$ cat src/rtl/serial_sub_ctrl.sv
// serial_sub_ctrl: bit-serial a - b sequencer built around one full-subtractor
// slice (two half-subtractors plus an OR of their borrows), LSB first, one bit
// per clock, framed by a start/done handshake.
// Optional feature: define SERIAL_SUB_ABS_EN to add the NEG state, which
// serially two's-complements a negative result so diff reports |a - b|.
module serial_sub_ctrl #(
  parameter int WIDTH = 8
) (
  input  logic             clk,
  input  logic             rst_n,
  input  logic             start,
  input  logic [WIDTH-1:0] a,
  input  logic [WIDTH-1:0] b,
  output logic             busy,
  output logic             done,
  output logic [WIDTH-1:0] diff,
  output logic             bor
);

  localparam int CW = (WIDTH > 2) ? $clog2(WIDTH) : 1;

  localparam logic [1:0] S_IDLE = 2'd0;
  localparam logic [1:0] S_RUN  = 2'd1;
  localparam logic [1:0] S_FIN  = 2'd3;
`ifdef SERIAL_SUB_ABS_EN
  localparam logic [1:0] S_NEG  = 2'd2;
`endif

  logic [1:0]       r_state;
  logic [WIDTH-1:0] r_a;
  logic [WIDTH-1:0] r_b;
  logic [WIDTH-1:0] r_res;
  logic             r_br;
  logic [CW-1:0]    r_cnt;
`ifdef SERIAL_SUB_ABS_EN
  logic             r_seen;   // a 1 has already passed through the negator
  logic             w_neg_bit;
`endif

  logic w_hs1_d;
  logic w_hs1_b;
  logic w_hs2_b;
  logic w_d;
  logic w_br_next;
  logic w_last;
  logic w_active;

  // Full subtractor: first half-subtractor takes a0 - b0, second subtracts the running borrow.
  assign w_hs1_d   = r_a[0] ^ r_b[0];
  assign w_hs1_b   = ~r_a[0] & r_b[0];
  assign w_d       = w_hs1_d ^ r_br;
  assign w_hs2_b   = ~w_hs1_d & r_br;
  assign w_br_next = w_hs1_b | w_hs2_b;

  assign w_last    = (r_cnt == CW'(WIDTH - 1));

`ifdef SERIAL_SUB_ABS_EN
  // Serial two's complement: copy bits through the first 1, invert afterwards.
  assign w_neg_bit = r_res[0] ^ r_seen;
  assign w_active  = (r_state == S_RUN) || (r_state == S_NEG);
`else
  assign w_active  = (r_state == S_RUN);
`endif

  // Sequencer: handshake, bit-serial datapath and registered outputs.
  // NOTE: every register here, shift registers included, is cleared by the
  // async reset so an aborted operation leaves nothing behind; all updates use
  // non-blocking assignments so the shift registers read pre-edge values.
  always_ff @(posedge clk or negedge rst_n) begin
    if (!rst_n) begin
      r_state <= S_IDLE;
      r_a     <= '0;
      r_b     <= '0;
      r_res   <= '0;
      r_br    <= 1'b0;
      r_cnt   <= '0;
`ifdef SERIAL_SUB_ABS_EN
      r_seen  <= 1'b0;
`endif
      busy    <= 1'b0;
      done    <= 1'b0;
      diff    <= '0;
      bor     <= 1'b0;
    end else begin
      done <= 1'b0;
      busy <= w_active;
      case (r_state)
        S_IDLE: begin
          if (start) begin
            r_a     <= a;
            r_b     <= b;
            r_res   <= '0;
            r_br    <= 1'b0;
            r_cnt   <= '0;
            r_state <= S_RUN;
          end
        end
        S_RUN: begin
          r_res <= {w_d, r_res[WIDTH-1:1]};
          r_a   <= r_a >> 1;
          r_b   <= r_b >> 1;
          r_br  <= w_br_next;
          r_cnt <= r_cnt + CW'(1);
          if (w_last) begin
            r_cnt   <= '0;
`ifdef SERIAL_SUB_ABS_EN
            r_seen  <= 1'b0;
            r_state <= w_br_next ? S_NEG : S_FIN;
`else
            r_state <= S_FIN;
`endif
          end
        end
`ifdef SERIAL_SUB_ABS_EN
        S_NEG: begin
          r_res  <= {w_neg_bit, r_res[WIDTH-1:1]};
          r_seen <= r_seen | r_res[0];
          r_cnt  <= r_cnt + CW'(1);
          if (w_last) begin
            r_cnt   <= '0;
            r_state <= S_FIN;
          end
        end
`endif
        S_FIN: begin
          diff    <= r_res;
          bor     <= r_br;
          done    <= 1'b1;
          r_state <= S_IDLE;
        end
        default: r_state <= S_IDLE;
      endcase
    end
  end

endmodule

$ cat config.mk
export PLATFORM = sky130hd
export DESIGN_NAME = serial_sub_ctrl
export DESIGN_NICKNAME = d
export VERILOG_FILES = /design/src/rtl/serial_sub_ctrl.sv
export SDC_FILE = /design/constraint.sdc
export NUM_CORES = 1
export LEC_CHECK = 0
export BUFFER_PORTS_ARGS = -buffer_cell sky130_fd_sc_hd__buf_4
export CORE_MARGIN = 4
export CORE_UTILIZATION = 45
export DETAILED_ROUTE_END_ITERATION = 7
export PLACE_DENSITY = 0.66
export SYNTH_ARGS = -nofsm -noshare
export SYNTH_HDL_FRONTEND = slang
export SYNTH_SLANG_ARGS = --single-unit
$ cat constraint.sdc
create_clock -name clk -period 3.7 [get_ports clk]
set_input_delay 0.37 -clock clk [delete_from_list [all_inputs] [get_ports clk]]
set_output_delay 0.37 -clock clk [all_outputs]
set_load 0.02 [all_outputs]
# After elaboration in Yosys (flattened, before gate mapping)
# Index checks and enable logic that the tools add are counted.
dict set report word_totals {
  register_bits 41
  out_inout_bits 11
  in_bits 19
  elab_cells 42
}
dict set report op_classes {
  n_addsub 1
  mux 15
  bitwise 7
  n_eq_ne 5
  n_reduce_logical 4
}
# operator n
set op_table {}
lappend op_table {{one-hot mux 8 bit (2 select lines)} 3}
lappend op_table {{two-way mux 8 bit} 3}
lappend op_table {{two-way mux 3 bit} 2}
lappend op_table {{one-hot mux 3 bit (2 select lines)} 1}
lappend op_table {{two-way mux 2 bit} 2}
lappend op_table {{!= test 2 bit (second input constant)} 2}
lappend op_table {{one-hot mux 2 bit (2 select lines)} 1}
lappend op_table {{AND reduction 2 bit} 2}
lappend op_table {{adder 3 x 1 -> 3 bit (second input constant)} 1}
lappend op_table {{== test 3 bit (second input constant)} 1}
lappend op_table {{bitwise AND 1 bit} 2}
lappend op_table {{== test 2 x 1 -> 1 bit (second input constant)} 1}
lappend op_table {{== test 2 bit (second input constant)} 1}
lappend op_table {{logical NOT 2 bit} 1}
lappend op_table {{two-way mux 1 bit} 2}
lappend op_table {{NOT 1 bit} 2}
lappend op_table {{one-hot mux 1 bit (2 select lines)} 1}
lappend op_table {{nonzero test 2 bit} 1}
lappend op_table {{bitwise XOR 1 bit} 2}
lappend op_table {{bitwise OR 1 bit} 1}

# Logic depth before layout (Yosys ltp)
dict set report logic_depth {
  word_depth 5
  mapped_depth 5
}

# Least setup slack after synthesis
# OpenSTA, ideal clock, no wires.
dict set report synth_path {
  path_type {register -> register}
  start {reg r_state[0]}
  end {reg r_b[5]}
  setup_slack_ns 2.445
  period_less_slack_ns 1.255
  stages_incl_launch_ff 5
  arrival_ns 1.132
  path_cell_list {dfrtp_1 > buf_4 > or4b_1 > o21ai_0 > a21oi_1}
}
dict set report synth_via {
  elab_chain_cells 3
}
# element line
set synth_lines {}
lappend synth_lines {{start, declared} 29} ;# logic [1:0] r_state;
lappend synth_lines {{start signal, assigned} 71} ;# r_state <= S_IDLE;
lappend synth_lines {{start signal, assigned} 95} ;# r_state <= S_RUN;
lappend synth_lines {{start signal, assigned} 110} ;# r_state <= S_FIN;
lappend synth_lines {{== test 2 x 1 -> 1 bit or logical NOT 2 bit (tied branches)} 87} ;# case (r_state)
lappend synth_lines {{nonzero test 2 bit (no source line) or != test 2 bit (tied branches)} -}
lappend synth_lines {{AND reduction 2 bit (no source line)} -}
lappend synth_lines {{end signal, assigned} 101} ;# r_b <= r_b >> 1;
lappend synth_lines {{end, declared} 31} ;# logic [WIDTH-1:0] r_b;
# Parallel ways exist; a longest one is shown, timed or not.
# A chain may end at the register's enable or synchronous reset.

# Worst setup path in the final report
dict set report layout_path {
  start {reg r_state[1]}
  end {reg r_a[5]}
}
dict set report layout_via {
  elab_chain_cells 3
}
# element line
set layout_lines {}
lappend layout_lines {{== test 2 x 1 -> 1 bit or logical NOT 2 bit (tied branches)} 87}
lappend layout_lines {{nonzero test 2 bit (no source line) or != test 2 bit (tied branches)} -}
lappend layout_lines {{AND reduction 2 bit (no source line)} -}
lappend layout_lines {{end signal, assigned} 100} ;# r_a <= r_a >> 1;
lappend layout_lines {{end, declared} 30} ;# logic [WIDTH-1:0] r_a;
# Parallel ways exist; a longest one is shown, timed or not.

==> flow_metrics.env <==
export IMPL_overflow=0
export IMPL_crit_fanout=30
export IMPL_yosysTopAreaCellShare=0.587
export IMPL_clockBufferDepth=2
export IMPL_setup_tns_ps=0
export IMPL_dieArea_mm2=0.00495
export IMPL_critPathLaunchType="flop"
export IMPL_period_share=0.536
export IMPL_rr_endpoint="r_a[5]"
export IMPL_yosys_mux_area_fraction=0.0580
export IMPL_row_count=22
export IMPL_tightest_slew_ps=797
export IMPL_fin_nets=193
export IMPL_diodes=0
export IMPL_port_buffer_count=29
export IMPL_irDropWorstVdd_v=0.000345
export IMPL_grt_pass1_wl_um=5440
export IMPL_slew_violations=0
export IMPL_die_x_um=70.3
export IMPL_fmax_ghz=0.505
export IMPL_cp_arrival_ps=2150
export IMPL_rrSetupSlack_ps=1720
export IMPL_synth_top_family_by_area="compound AO/OA/AOI/OAI gates"
export IMPL_power_frac_seq=0.457
export IMPL_rr_worst_depth=3
export IMPL_first_pass_iters=4
export IMPL_synthSimpleGateAreaFrac=0.0938
export IMPL_reg2reg_from="r_state[1]"
export IMPL_fin_skew_ps=7.91
export IMPL_track_usage=0.141
export IMPL_yosysSeqAreaShare=0.587
export IMPL_tritoncts="done"
export IMPL_syn_nets=166
export IMPL_cp_data_required_time_ps=3870
export IMPL_p_leak_nw=0.977
export IMPL_synthAdderAreaFrac=0.0258
export IMPL_power_switching_uw=615
export IMPL_syn_to_final_growth_pct=17.8
export IMPL_die_y_um=70.3
export IMPL_final_antenna_net_count=0
export IMPL_synth_xor_area_share=0
export IMPL_intPower_mw=1.10
export IMPL_start_util=0.470
export IMPL_cap_violations=0
export IMPL_synthCells=144
export IMPL_synth_compound_area_share=0.193
export IMPL_hold_violations=0
export IMPL_finalSetupViolCount=0
export IMPL_slew_headroom=0.469
export IMPL_cts_setup_buffers=0
export IMPL_num_vias=1200
export IMPL_core_area_mm2=0.00372
export IMPL_syn_avg_cell_area_um2=12.1
export IMPL_grt_pass1_vias=1214
export IMPL_pwr_share_comb=0.385
export IMPL_grt_max_degree=42
export IMPL_yosys_warnings=0
export IMPL_drt_wirelength_per_cell_um=15.0
export IMPL_ys_ff_latch=41
export IMPL_synthesis_area_mm2=0.00175
export IMPL_yosysTopAreaCell="dfrtp_1"
export IMPL_num_io_pins=30
export IMPL_htreeDepth=2
export IMPL_worst_setup_path_end_kind="flop"
export IMPL_cts_repair_resized=0
export IMPL_yosys_top_cells_area="dfrtp_1 (59%), mux2_2 (5.8%), a221o_1 (5.2%)"
export IMPL_drive_gt1_frac=0.273
export IMPL_period_minus_slack_ps=1980
export IMPL_drc_errors=0
export IMPL_swShare=0.358
export IMPL_vias_per_cell=5.45
export IMPL_numCtsBuffers=5
export IMPL_dpl_hpwl_um=2290
export IMPL_place_area_mm2=0.00198
export IMPL_clk_latency_ps=290
export IMPL_drt_initial_drc_count=84
export IMPL_run_status="finished clean"
export IMPL_power_total_mw=1.72
export IMPL_antenna_found_initial=0
export IMPL_place_congestion=0.794
export IMPL_crit_type="reg2reg"
export IMPL_rsz0062_at_grt="no"
export IMPL_p_clk_frac=0.158
export IMPL_routed_wl_um=3310
export IMPL_ys_types=27
export IMPL_cts_root_buf="clkbuf_8"
export IMPL_cts_num_sinks=41
export IMPL_holdBufCountCts=0
export IMPL_power_per_cell_area_mw_per_mm2=834
export IMPL_clkTransAtPathRegs_ps=70
export IMPL_stdcell_area_mm2=0.00206
export IMPL_hp_class="in2async"
## registers in the layout (all words and copies together) (netlist names)
register,cells
r_state,2
done,1
r_br,1
bor,1
r_cnt,3
r_a,8
busy,1
r_b,8
r_res,8
diff,8
## power by group through the flow
stage | Sequential [mW] | Clock, mW | Combinational, mW
global placement | 0.782 | 0 | 0.646
detailed placement | 0.791 | 0 | 0.674
global route | 0.809 | 0.292 | 0.735
floorplan | 0.789 | 0 | 0.475
finish | 0.785 | 0.272 | 0.661
CTS | 0.785 | 0.282 | 0.675
## layer usage
metal	share of wire	GRT usage	routed length [µm]
met4	0.021	0.0851	69
met2	0.48	0.212	1590
met1	0.45	0.181	1500
met5	0	0	0
met3	0.047	0.0360	154
## how the worst max path moves through the flow
stage                   to  depth (start not counted)       start  slack (ps)
finish              r_a[5]                          3  r_state[1]        1720
global placement    r_a[2]                          3  r_state[1]        1800
global route        r_a[4]                          3  r_state[1]        1570
detailed placement  r_a[1]                          3  r_state[1]        1730
CTS                 r_a[5]                          3  r_state[1]        1710
floorplan           r_b[5]                          4  r_state[0]        2440
## layout by cell type (no fill, tap or decap), types with 2 or more instances in the layout
cell type,count
dfrtp_1,41
nand2_1,13
inv_1,7
clkinv_2,2
nand2b_1,10
o21ai_0,15
buf_4,29
mux2_2,9
a2bb2oi_1,3
a221o_1,9
clkbuf_8,5
o22a_1,3
a22o_1,10
ha_1,2
## critical path: stages, from the launching register on
cell     delay, ps
dfrtp_1        860
or2b_1         250
inv_1          300
a221o_1        450
## cell families after synthesis
group / count (synthesis)
AND/OR/NAND/NOR: 31
adder cells (fa/ha/maj): 3
buffers and inverters: 16
flip-flops: 41
multiplexers: 9
AO/OA/AOI/OAI: 44
## final cells by class
class                   count  area [µm²]
fillers                   332        1660
multi-input cells          87         647
repair buffers             29         218
flip-flops and latches     41        1030
inverters                   7        26.3
clock buffers               6        72.6
clock inverters             2        10.0
well taps                  48        60.1
## through the flow
stage	utilization	hold slack [ps]	std cells	setup WS, ps
final	0.554	41.9	220	1720
after global routing	0.554	86.9	220	1570
after CTS	0.554	60.7	220	1710
after detailed placement	0.532	377	212	1730
after global placement	0.532	370	212	1800
after floorplan	-	74.4	144	2440
## Yosys cell counts
| cell | count |
|---|---|
| ha_1 | 2 |
| nand2b_1 | 10 |
| o21bai_2 | 1 |
| nor3b_1 | 1 |
| a211oi_1 | 1 |
| or4b_1 | 1 |
| mux2_2 | 9 |
| a221o_1 | 9 |
| and2_1 | 1 |
| buf_2 | 6 |
| a2bb2oi_1 | 3 |
| or2b_1 | 1 |
| nor2b_1 | 1 |
| inv_1 | 7 |
| o22a_1 | 3 |
| nor2_1 | 1 |
| nand2_1 | 13 |
| nand2_2 | 1 |
| o31ai_1 | 1 |
| clkbuf_1 | 1 |
| a21oi_1 | 1 |
| fa_1 | 1 |
| dfrtp_1 | 41 |
| o21ai_0 | 15 |
| nor3_1 | 1 |
| buf_4 | 2 |
| a22o_1 | 10 |
No activity file was read; power rests on OpenSTA's default activity.
